`src/rtl/result_ram_arbiter.sv`:
```
// Round-robin, burst-granular arbiter sharing the Result RAM read port among N_REQ requesters.
// Reads are only issued while a completed product is present and no write is in progress.
module result_ram_arbiter #(
    parameter int unsigned ADDR_WIDTH   = 7,
    parameter int unsigned RESULT_WIDTH = 24,
    parameter int unsigned N_REQ        = 4,
    parameter int unsigned RAM_LATENCY  = 1
) (
    input  logic                            clock,
    input  logic                            reset,
    input  logic                            end_operation,
    input  logic                            write,
    input  logic [N_REQ-1:0]                req,
    input  logic [N_REQ*ADDR_WIDTH-1:0]     req_addr,
    input  logic [N_REQ*(ADDR_WIDTH+1)-1:0] req_len,
    output logic [N_REQ-1:0]                gnt,
    output logic [N_REQ-1:0]                rsp_valid,
    output logic [RESULT_WIDTH-1:0]         rsp_data,
    output logic [N_REQ-1:0]                done,
    output logic                            aborted,
    output logic                            ram_rd_en,
    output logic [ADDR_WIDTH-1:0]           ram_addr,
    input  logic [RESULT_WIDTH-1:0]         ram_rdata
);

    localparam int unsigned PTR_W = (N_REQ > 1) ? $clog2(N_REQ) : 1;
    localparam int unsigned LEN_W = ADDR_WIDTH + 1;
    localparam logic [RAM_LATENCY-1:0] LAST_STAGE = RAM_LATENCY'(1) << (RAM_LATENCY - 1);

    typedef enum logic [1:0] {IDLE, ISSUE, DRAIN, DONE} state_t;

    state_t                 state;
    logic [PTR_W-1:0]       ptr;
    logic [N_REQ-1:0]       owner;
    logic [LEN_W-1:0]       remaining;
    logic                   abort_flag;
    logic [RAM_LATENCY-1:0] pipe;

    logic                   gate_ok;
    logic                   any_req;
    logic [PTR_W-1:0]       win;
    logic [N_REQ-1:0]       win_oh;
    logic [ADDR_WIDTH-1:0]  sel_addr;
    logic [LEN_W-1:0]       sel_len;
    logic                   early_pending;
    int unsigned            idx;

    assign gate_ok       = end_operation & ~write;
    // The read strobe reacts to the gate in the same cycle so an abort never issues one more read.
    assign ram_rd_en     = (state == ISSUE) && gate_ok;
    assign early_pending = |(pipe & ~LAST_STAGE);
    assign win_oh        = N_REQ'(1) << win;
    assign sel_addr      = req_addr[win*ADDR_WIDTH +: ADDR_WIDTH];
    assign sel_len       = req_len[win*LEN_W +: LEN_W];

    // First requesting index after the last winner, wrapping modulo N_REQ.
    always_comb begin
        any_req = 1'b0;
        win     = ptr;
        idx     = 0;
        for (int unsigned i = 1; i <= N_REQ; i++) begin
            idx = (32'(ptr) + i) % N_REQ;
            if (!any_req && req[idx]) begin
                any_req = 1'b1;
                win     = PTR_W'(idx);
            end
        end
    end

    always_ff @(posedge clock or posedge reset) begin
        if (reset) begin
            state      <= IDLE;
            ptr        <= PTR_W'(N_REQ - 1);
            owner      <= '0;
            remaining  <= '0;
            abort_flag <= 1'b0;
            pipe       <= '0;
            gnt        <= '0;
            done       <= '0;
            aborted    <= 1'b0;
            rsp_valid  <= '0;
            rsp_data   <= '0;
            ram_addr   <= '0;
        end else begin
            gnt     <= '0;
            done    <= '0;
            aborted <= 1'b0;

            // Read-return pipeline: the last stage marks the cycle ram_rdata is valid.
            pipe[0] <= ram_rd_en;
            for (int i = 1; i < RAM_LATENCY; i++) begin
                pipe[i] <= pipe[i-1];
            end
            if (pipe[RAM_LATENCY-1]) begin
                rsp_valid <= owner;
                rsp_data  <= ram_rdata;
            end else begin
                rsp_valid <= '0;
            end

            case (state)
                IDLE: begin
                    if (gate_ok && any_req) begin
                        ptr       <= win;
                        owner     <= win_oh;
                        gnt       <= win_oh;
                        remaining <= sel_len;
                        if (sel_len != '0) begin
                            ram_addr <= sel_addr;
                            state    <= ISSUE;
                        end else begin
                            state    <= DONE;
                        end
                    end
                end
                ISSUE: begin
                    if (!gate_ok) begin
                        abort_flag <= 1'b1;
                        state      <= DRAIN;
                    end else if (remaining == LEN_W'(1)) begin
                        state <= DRAIN;
                    end else begin
                        remaining <= remaining - LEN_W'(1);
                        ram_addr  <= ram_addr + ADDR_WIDTH'(1);
                    end
                end
                // Leave once only the final capture stage can still hold a read.
                DRAIN: begin
                    if (!early_pending) begin
                        state <= DONE;
                    end
                end
                DONE: begin
                    done       <= owner;
                    aborted    <= abort_flag;
                    abort_flag <= 1'b0;
                    state      <= IDLE;
                end
                default: state <= IDLE;
            endcase
        end
    end

endmodule

```
`config.mk`:
```
export PLATFORM = sky130hd
export DESIGN_NAME = result_ram_arbiter
export DESIGN_NICKNAME = d
export VERILOG_FILES = /design/src/rtl/result_ram_arbiter.sv
export SDC_FILE = /design/constraint.sdc
export NUM_CORES = 1
export LEC_CHECK = 0
export CAP_MARGIN = 25
export CELL_PAD_IN_SITES_DETAIL_PLACEMENT = 1
export CELL_PAD_IN_SITES_GLOBAL_PLACEMENT = 1
export CORE_ASPECT_RATIO = 1.75
export CORE_UTILIZATION = 32
export CTS_CLUSTER_SIZE = 40
export DETAILED_ROUTE_END_ITERATION = 16
export GPL_TIMING_DRIVEN = 0
export MAX_ROUTING_LAYER = met4
export PLACE_DENSITY = 0.9
export SLEW_MARGIN = 20
export SYNTH_ARGS = -nofsm -noshare
export SYNTH_HDL_FRONTEND = slang
export SYNTH_SLANG_ARGS = --single-unit
export TNS_END_PERCENT = 1
```
`constraint.sdc`:
```
create_clock -name clock -period 3 [get_ports clock]
set_input_delay 0.6 -clock clock [delete_from_list [all_inputs] [get_ports clock]]
set_output_delay 0.6 -clock clock [all_outputs]
set_load 0.02 [all_outputs]
```
# Word-level counts from Yosys, hierarchy flattened
# Index checks and enable logic that the tools add are counted.
# word_totals
ff_bits,62
latch_bits,0
rom_bits,0
memories,0
ramBits,0
out_inout_bits,45
inputBits,92
# op_classes
n_div,0
reduce_logical,17
n_mux,37
multipliers,1
magnitude_cmp,4
eq_ne,10
shifts,3
n_bitwise,2
addsub,6
# op_table
cell,n
$shiftx 32x6->8,1
$mux 7,4
$shiftx 28x6->7,1
$mux 8,3
$mux 2,8
$mux 4,4
$pmux 8 s2,1
$pmux 7 s2,1
$lt 2x3->1 const B,4
$mux 1,10
$ne 2x2->1 const B,5
$bmux 1 s2,4
$eq 8x1->1 const B,1
$pmux 2 s4,1
$reduce_bool 8->1,1
$sub 8x1->8 const B,1
$add 7x1->7 const B,1
$reduce_and 2->1,3
$logic_and 1x1->1,5
$mul 2x3->5 const B,1
$reduce_and 5->1,1
$add 2x1->2 const B,2
$add 2x2->2 const B,2
$eq 2x2->1 const B,2
other kinds (10),13

# Longest topological paths before layout
# Gate-level depths: netlist of run 1.
# depth
word_depth,18
depth_mapped,9

# Worst setup path after synthesis of run 1
# OpenSTA, ideal clock, no wires.
# synth_timing
kind,input to register
startpoint,input port req[1]
endpoint,register ram_addr[6]
path_stages,8
path_buffers,1
slack_ps,118
t_arrival_ps,2757
setup_time_ps,125
cell_sequence,nor2b_4 > o21ba_1 > a211oi_2 > buf_6 > mux4_2 > nor4_4 > a31oi_4 > mux2_4
# synth_between
elab_chain_cells,17
elab_cells_between_ends,33
# synth_rtl
element,line_no,rtl
start: declaration,13,"input logic [N_REQ-1:0] req,"
$bmux 1 s2,63,if (!any_req && req[idx]) begin
$mux 1 (implied by the code),63,
$mux 1,63,
$logic_not 1->1,63,
$logic_and 1x1->1,63,
$mux 1,63,
$logic_not 1->1,63,
$logic_and 1x1->1,63,
$mux 1,63,
$logic_not 1->1,63,
$logic_and 1x1->1,63,
$mux 2,63,
$mul 2x3->5,53,assign sel_addr = req_addr[win*ADDR_WIDTH +: ADDR_WIDTH];
$shiftx 28x6->7,53,
$mux 7,108,if (sel_len != '0) begin
$mux 7,103,if (gate_ok && any_req) begin
$pmux 7 s2,101,case (state)
end signal: assignment,109,ram_addr <= sel_addr;
end signal: assignment,124,ram_addr <= ram_addr + ADDR_WIDTH'(1);
end: declaration,22,"output logic [ADDR_WIDTH-1:0] ram_addr,"
# Several ways; a longest one is shown, not always the timed one. The select of a mux whose other input is x is not followed.
# A chain may end at the register's enable or synchronous reset.

# Final worst setup path of run 1
# layout_timing
startpoint,register ptr[0]
endpoint,register ram_addr[2]
# layout_between
elab_chain_cells,18
elab_cells_between_ends,37
# layout_rtl
element,line_no,rtl
start: declaration,33,logic [PTR_W-1:0] ptr;
start signal: assignment,73,ptr <= PTR_W'(N_REQ - 1);
start signal: assignment,104,ptr <= win;
$add 2x1->2,62,idx = (32'(ptr) + i) % N_REQ;
$bmux 1 s2,63,
$mux 1 (implied by the code),63,
$mux 1,63,
$logic_not 1->1,63,
$logic_and 1x1->1,63,
$mux 1,63,
$logic_not 1->1,63,
(+2 left out),n/a,
$logic_not 1->1,63,
$logic_and 1x1->1,63,
$mux 2,63,
$mul 2x3->5,53,
$shiftx 28x6->7,53,
$mux 7,108,
$mux 7,103,
$pmux 7 s2,101,
# Several ways; a longest one is shown, not always the timed one. The select of a mux whose other input is x is not followed.

==> impl_results.md, run 1 <==
- Status: finished, final reports clean
- Total leakage power: 2.14 nW
- Clock Latency Late Sink: 0.34 ns
- Clock Pin Slew Worst Setup and Hold Paths: 0.06 ns
- Fraction of layout cells with a size suffix above 1: 19.8%
- CTS root buf: clkbuf_16
- N_diodes: 0
- Max-cap violations: 0
- CTS tree: done
- Post-route DRC violation count: 0
- Dpl cell area: 4730 um2
- Cell Area, Synth: 3180 um2
- Total grt overflow: 0
- Power Internal: 3.31 mW
- Share of the synthesized area in the top cell type: 47.2%
- Initial Util: 33.2%
- # port buffers: 136
- Seq pwr share: 28.2%
- Psw: 2.11 mW
- Top cells by count, synth: dfrtp_1, mux2_2, nand2_1
- Combinational group share of total power: 50.8%
- Fin. max-slew vios: 0
- R2R Setup Slk: 0.08 ns
- Max transition margin: 57.8%
- Largest net degree at the start of global routing: 57
- Max stage delay on crit path: 0.58 ns
- Register Area: 1550 um2
- First-pass iteration count of the detailed router: 4
- Final Worst Setup Slack: 0.0845 ns
- Synth top area cells: dfrtp_1, mux4_2, mux2_2
- Ys Warns: 0
- Vias/cell: 5.20
- Worst-path fanout max: 8
- Hold Vio Cnt, Final: 0
- Synth Flop Type: dfrtp_1
- Final std cells w/o fill: 536
- Required @ worst endpoint: 3.21 ns
- HPWL after detailed placement: 8.31 mm
- Post-route ant nets: 0
- R2R Path End: ram_addr[2]
- Fin crit share: 97.2%
- Initial antenna violation count: 0
- Syn Nets: 356
- GRT Total Usage: 24.1%
- Power Density: 1060 nW/um2
- Post-synth cell types: 43
- CP bufs+invs: 1
- Vias post-DR: 2785
- Fin crit period: 2.92 ns
- CP cell instances: nand2b_4 > o21ai_2 > a211oi_2 > buf_6 > mux4_2 > nor4_4 > a31oi_4 > mux2_4
- Fillers: 986
- Final instance area: 5090 um2
- CTS Hold Buffers Added: 0
- Die height: 134 um
- Reg-to-reg startpoint: ptr[0]
- FF-to-FF path depth: 8
- Layout Nets: 509
- Slowest CP cell: dfstp_2
- Die Area: 10400 um2
- Die width: 77.4 um
- Routed length per instance: 21.3 um
- Worst path arrival time: 3.13 ns
- Synthesized instance count: 256
- Fmax: 0.343 GHz
- Sequential cell area fraction in the yosys report: 48.8%
- Crit path launch type: flip-flop
- Total clock buffers created by CTS: 9
- CTS H-tree lvls: 3
- Syn avg cell area: 12.4 um2
- CP top delay family: multiplexers
- GPL Wtd Cong: 0.870
- Num ports: 137
- Post-Route WL: 11.4 mm
- Area of the multi-input gates: 1560 um2
- Leading area contributor after synthesis: dfrtp_1
- Vias in the first global route: 3220
- Number of synthesized flops with an enable pin: 0
- Global-route wire length before repair: 17.9 mm
- Sw Share: 39.0%
- Post-synth ARST share: 100%
- Max rail drop VDD: 0.530 mV
- Number of DRC markers in iteration 0: 88
- Synth Register Bits: 62
- WS Path Type: flip-flop to flip-flop
- Sink Count: 62
- Setup WS pre-CTS: -0.625 ns
- Row Count: 47
- CP endpoint kind: flip-flop
- Clock buffer depth: 2
- Clock Skews: 0.00770 ns
- Most common cell in the netlist: dfrtp_1
- Least-Margin Pin Slew: 0.633 ns
- Clock share of power: 21.0%
- Cells after DPL: 515
- Area Growth Syn to Fin: 60.0%
- HP Class: input port to asynchronous set/reset pin
- Final count of negative-setup-slack endpoints: 0
- Core area: 9590 um2
==> cell usage in the layout (no fill, tap or decap), types with 3 or more instances in the layout <==
cell type        netlist  layout
clkdlybuf4s50_1        0     132
dfrtp_1               60      60
mux2_2                25      25
nand2_1               18      18
a21oi_1               14      14
mux4_2                14      14
o21ai_0               11      11
inv_1                 11      10
nor2_1                 9       9
and2_1                 9       9
clkbuf_16              0       9
nand3_1                8       8
ha_1                   8       8
clkbuf_1               7       7
o22ai_1                6       6
mux2_4                 6       6
buf_4                  0       5
nor3_1                 4       4
a21o_1                 4       4
nor2b_1                3       3
nor3b_1                3       3
xnor2_1                3       3
==> worst max-delay path by stage <==
| stage | start | end | slack, ns | cells after the start |
|---|---|---|---|---|
| after floorplan | req[1] | ram_addr[6] | 0.12 | 8 |
| after global placement | req[1] | ram_addr[5] | -0.62 | 9 |
| after detailed placement | req[1] | ram_addr[6] | -0.63 | 9 |
| after CTS | ptr[0] | ram_addr[2] | -0.002 | 8 |
| after global routing | ptr[0] | ram_addr[4] | -0.02 | 9 |
| final | ptr[0] | ram_addr[2] | 0.08 | 8 |
==> area by class of cell <==
type / instances / area share, %
multi-input combinational: 173 / 30.6
sequential: 62 / 30.5
timing repair buffer: 142 / 27.8
clock buffer: 9 / 4.42
tap: 122 / 3.00
clock inverter: 7 / 1.92
inverter: 12 / 0.934
buffer: 9 / 0.835
==> metal layers <==
metal  vias to the layer above  track usage, %  routed length [um]
met3                        25            3.13                 381
met2                        96            45.8                6750
met1                      1420            23.4                3910
li1                       1244               -                   -
met5                         -               -                   0
met4                         0            11.3                 379
==> power by group through the flow <==
stage	Clock, mW	Combinational, mW	Sequential (mW)
after floorplan	0	1.37	1.73
after global placement	0	2.52	1.46
after detailed placement	0	2.65	1.51
after CTS	1.16	2.74	1.53
after global routing	1.18	2.95	1.57
final	1.14	2.75	1.53
==> registers in the layout, indices dropped and copies added (netlist names), 2 cells and up <==
| name | count |
|---|---|
| done | 4 |
| state | 2 |
| rsp_valid | 4 |
| ram_addr | 7 |
| rsp_data | 24 |
| owner | 4 |
| remaining | 8 |
| ptr | 2 |
| gnt | 4 |
==> what timing repair did <==
| action | 4_1_cts | 5_1_grt |
|---|---|---|
| resized for setup | 8 | 3 |
| endpoints found under the setup margin | 7 | 6 |
| setup buffers | 2 | 3 |
| pin swaps | 3 | 3 |
| hold endpoints to repair | 0 | 0 |
==> logic make-up after synthesis <==
group | synth area share, %
AND/OR/NAND/NOR | 11.3
flip-flops | 48.8
AO/OA/AOI/OAI | 9.87
multiplexers | 22.7
buffers and inverters | 2.75
adder cells (fa/ha/maj) | 3.15
XOR/XNOR | 1.38
==> stage by stage <==
| stage | total power, mW | hold WS, ns | utilization (%) | TNS (ns) |
|---|---|---|---|---|
| after floorplan | 3.10 | 0.439 | - | 0 |
| after global placement | 3.98 | 0.450 | 49.0 | -16.16 |
| after detailed placement | 4.16 | 0.474 | 49.3 | -4.49 |
| after CTS | 5.42 | 0.500 | 52.9 | -0.00204 |
| after global routing | 5.70 | 0.512 | 53.1 | -0.0223 |
| final | 5.42 | 0.502 | 53.1 | 0 |
No activity file was read; power rests on OpenSTA's default activity.
==> run 2: changes to the inputs <==
==> constraint.sdc (replaced) <==
create_clock -name clock -period 3 [get_ports clock]
set_input_delay 0.75 -clock clock [delete_from_list [all_inputs] [get_ports clock]]
set_output_delay 0.75 -clock clock [all_outputs]
set_load 0.02 [all_outputs]
==> impl_results.md, run 2 (synthesis results as in run 1) <==
- Status: finished, final reports clean
- Number of DRC markers in iteration 0: 129 (+47%)
- FF-to-FF path depth: 8 (unchanged)
- Global-route wire length before repair: 17.3 mm (-3.1%)
- Sw Share: 38.3% (-0.69 points)
- Psw: 2.04 mW (-3.4%)
- CP top delay family: multiplexers
- Largest register by flop count: rsp_data
- GPL Wtd Cong: 0.796 (-8.5%)
- RSZ-0062 raised after global routing: true
- Register Area: 1550 um2 (unchanged)
- Total clock buffers created by CTS: 9 (unchanged)
- Post-route DRC violation count: 0 (unchanged)
- Biggest regs: rsp_data x24, remaining x8, ram_addr x7
- Total leakage power: 2.14 nW (about the same)
- Most frequent cells in the layout: clkdlybuf4s50_1, dfrtp_1, mux2_2, nand2_1
- Combinational group share of total power: 50.9% (about the same)
- CP cell instances: buf_6 > nor2b_4 > o21ba_4 > a211oi_4 > buf_6 > mux4_2 > nor4_4 > a31oi_4 > mux2_4
- Fin crit period: 2.99 ns (+0.0783 ns)
- Setup TNS: 0 ns (unchanged)
- CP endpoint kind: flip-flop
- Crit path launch type: input port
- Vias/cell: 5.09 (-2.1%)
- CTS tree: done
- # port buffers: 136 (unchanged)
- WS Path Type: input port to flip-flop
- Clock buffer depth: 2 (unchanged)
- N_diodes: 0 (unchanged)
- Worst-path fanout max: 8 (unchanged)
- Clock Pin Slew Worst Setup and Hold Paths: 0.06 ns (about the same)
- Final Worst Setup Slack: 0.00619 ns (-0.0783 ns)
- Clock Latency Late Sink: 0.33 ns (about the same)
- Power Internal: 3.29 mW (-0.56%)
- Max-cap violations: 0 (unchanged)
- Slowest CP cell: mux4_2
- Seq pwr share: 28.4% (+0.2 points)
- Initial Util: 33.2% (unchanged)
- Cells after DPL: 515 (unchanged)
- Die height: 134 um (unchanged)
- Reg-to-reg startpoint: ptr[0]
- Worst Hold Endpoint: rsp_data[15]
- CTS root buf: clkbuf_16
- Clock Skews: 0.00853 ns (+0.000829 ns)
- Initial antenna violation count: 0 (unchanged)
- Clock share of power: 20.7% (-0.3 points)
- Post-route ant nets: 0 (unchanged)
- Dpl cell area: 4730 um2 (unchanged)
- Routed length per instance: 20.2 um (-5.1%)
- Area Growth Syn to Fin: 60.1% (about the same)
- Post-Route WL: 10.8 mm (-5.5%)
- Max transition margin: 58.2% (+0.38 points)
- Vias post-DR: 2716 (-2.5%)
- Power Density: 1050 nW/um2 (-1.7%)
- R2R Setup Slk: 0.03 ns (-0.05 ns)
- Layout Nets: 507 (-0.39%)
- Die width: 77.4 um (unchanged)
- Setup WS pre-CTS: -0.787 ns (-0.161 ns)
- Vias in the first global route: 3193 (-0.84%)
- Final std cells w/o fill: 534 (-0.37%)
- Max reg flops: 24 (unchanged)
- Worst Hold Depth: 1
- Commonest non-fill, non-tap cell in the layout: clkdlybuf4s50_1
- CTS H-tree lvls: 3 (unchanged)
- Fraction of layout cells with a size suffix above 1: 19.7% (-0.15 points)
- Total grt overflow: 0 (unchanged)
- Sink Count: 62 (unchanged)
- Core area: 9590 um2 (unchanged)
- Die Area: 10400 um2 (unchanged)
- R2R Path End: ram_addr[3]
- GRT Total Usage: 22.9% (-1.2 points)
- HP Class: flip-flop to flip-flop
- Worst path arrival time: 3.20 ns (+0.07 ns)
- First-pass iteration count of the detailed router: 4 (unchanged)
- Hold Vio Cnt, Final: 0 (unchanged)
- Fin crit share: 99.8% (+2.6 points)
- Row Count: 47 (unchanged)
- Max rail drop VDD: 0.452 mV (-15%)
- Largest net degree at the start of global routing: 47 (-18%)
- Area of the multi-input gates: 1570 um2 (+0.80%)
- Final instance area: 5090 um2 (about the same)
- Fmax: 0.334 GHz (-2.6%)
- Least-Margin Pin Slew: 0.621 ns (-0.0122 ns)
- Required @ worst endpoint: 3.21 ns (about the same)
- Fillers: 1009 (+2.3%)
- Fin. max-slew vios: 0 (unchanged)
- Num ports: 137 (unchanged)
- Hold_sp: rsp_data[15]
- HPWL after detailed placement: 8.51 mm (+2.3%)
- Final count of negative-setup-slack endpoints: 0 (unchanged)
- Crit path top cell by count: buf_6
- Max stage delay on crit path: 0.55 ns (-0.03 ns)
- CP bufs+invs: 2 (+1)
==> run 2: cell count changes in the layout (fill, tap and decap cells not counted), sizes merged <==
cell / delta
buf: +1
clkbuf: -1
clkdlybuf4s15: +1
clkdlybuf4s50: -1
clkinv: +1
clkinvlp: -1
dlygate4sd2: -1
inv: -1
==> run 2: what timing repair did <==
action	in CTS	in global routing
pin swaps	4	3
hold buffers	0	0
endpoints found under the setup margin	9	7
resized for setup	20	4
setup buffers	2	1
==> run 2: area by class of cell <==
class / count / area share [%]
multi-input cells: 173 / 30.8
flip-flops and latches: 62 / 30.5
inverters: 12 / 0.933
repair buffers: 140 / 27.7
well taps: 122 / 3.00
clock buffers: 10 / 4.49
plain buffers: 9 / 0.835
clock inverters: 6 / 1.69
==> run 2: worst max path at each step <==
stage           start           to  slack, ns  depth (start not counted)
2_1_floorplan  req[1]  ram_addr[6]      0.009                          8
3_3_place_gp   req[1]  ram_addr[6]      -0.74                          9
3_5_place_dp   req[1]  ram_addr[6]      -0.79                          9
4_1_cts        ptr[0]  ram_addr[6]     -0.006                          8
5_1_grt        ptr[0]  ram_addr[3]      -0.06                          8
6_report       req[3]  ram_addr[3]      0.006                          9
==> run 2: per-layer routing <==
metal,vias up,wire length [um],part of all wire [%],global-route usage (%)
li1,1229,-,-,-
met1,1377,3580,33,21.6
met2,83,6480,60,43.3
met3,27,389,3.6,4.56
met4,0,350,3.2,10.7
met5,-,0,0,-
==> run 2: stage by stage <==
stage	utilization (%)	total power, mW	hold slack (ns)
6_report	53.2	5.33	0.508
5_1_grt	53.2	5.62	0.517
4_1_cts	52.8	5.32	0.511
3_5_place_dp	49.3	4.15	0.487
3_3_place_gp	49.0	3.98	0.462
2_1_floorplan	-	3.10	0.439
==> run 2: power groups by stage <==
stage          combinational (mW)  clock, mW  sequential (mW)
3_5_place_dp                 2.64          0             1.51
6_report                     2.71       1.11             1.51
4_1_cts                      2.70       1.12             1.51
2_1_floorplan                1.37          0             1.73
3_3_place_gp                 2.52          0             1.46
5_1_grt                      2.90       1.16             1.56
==> run 3: changes to the inputs <==
==> constraint.sdc (replaced) <==
create_clock -name clock -period 3 [get_ports clock]
set_input_delay 0.6 -clock clock [delete_from_list [all_inputs] [get_ports clock]]
set_output_delay 0.6 -clock clock [all_outputs]
set_load 0.02 [all_outputs]
==> results of run 3 <==
The final DEF is identical to that of run 1; final timing and power are the same.
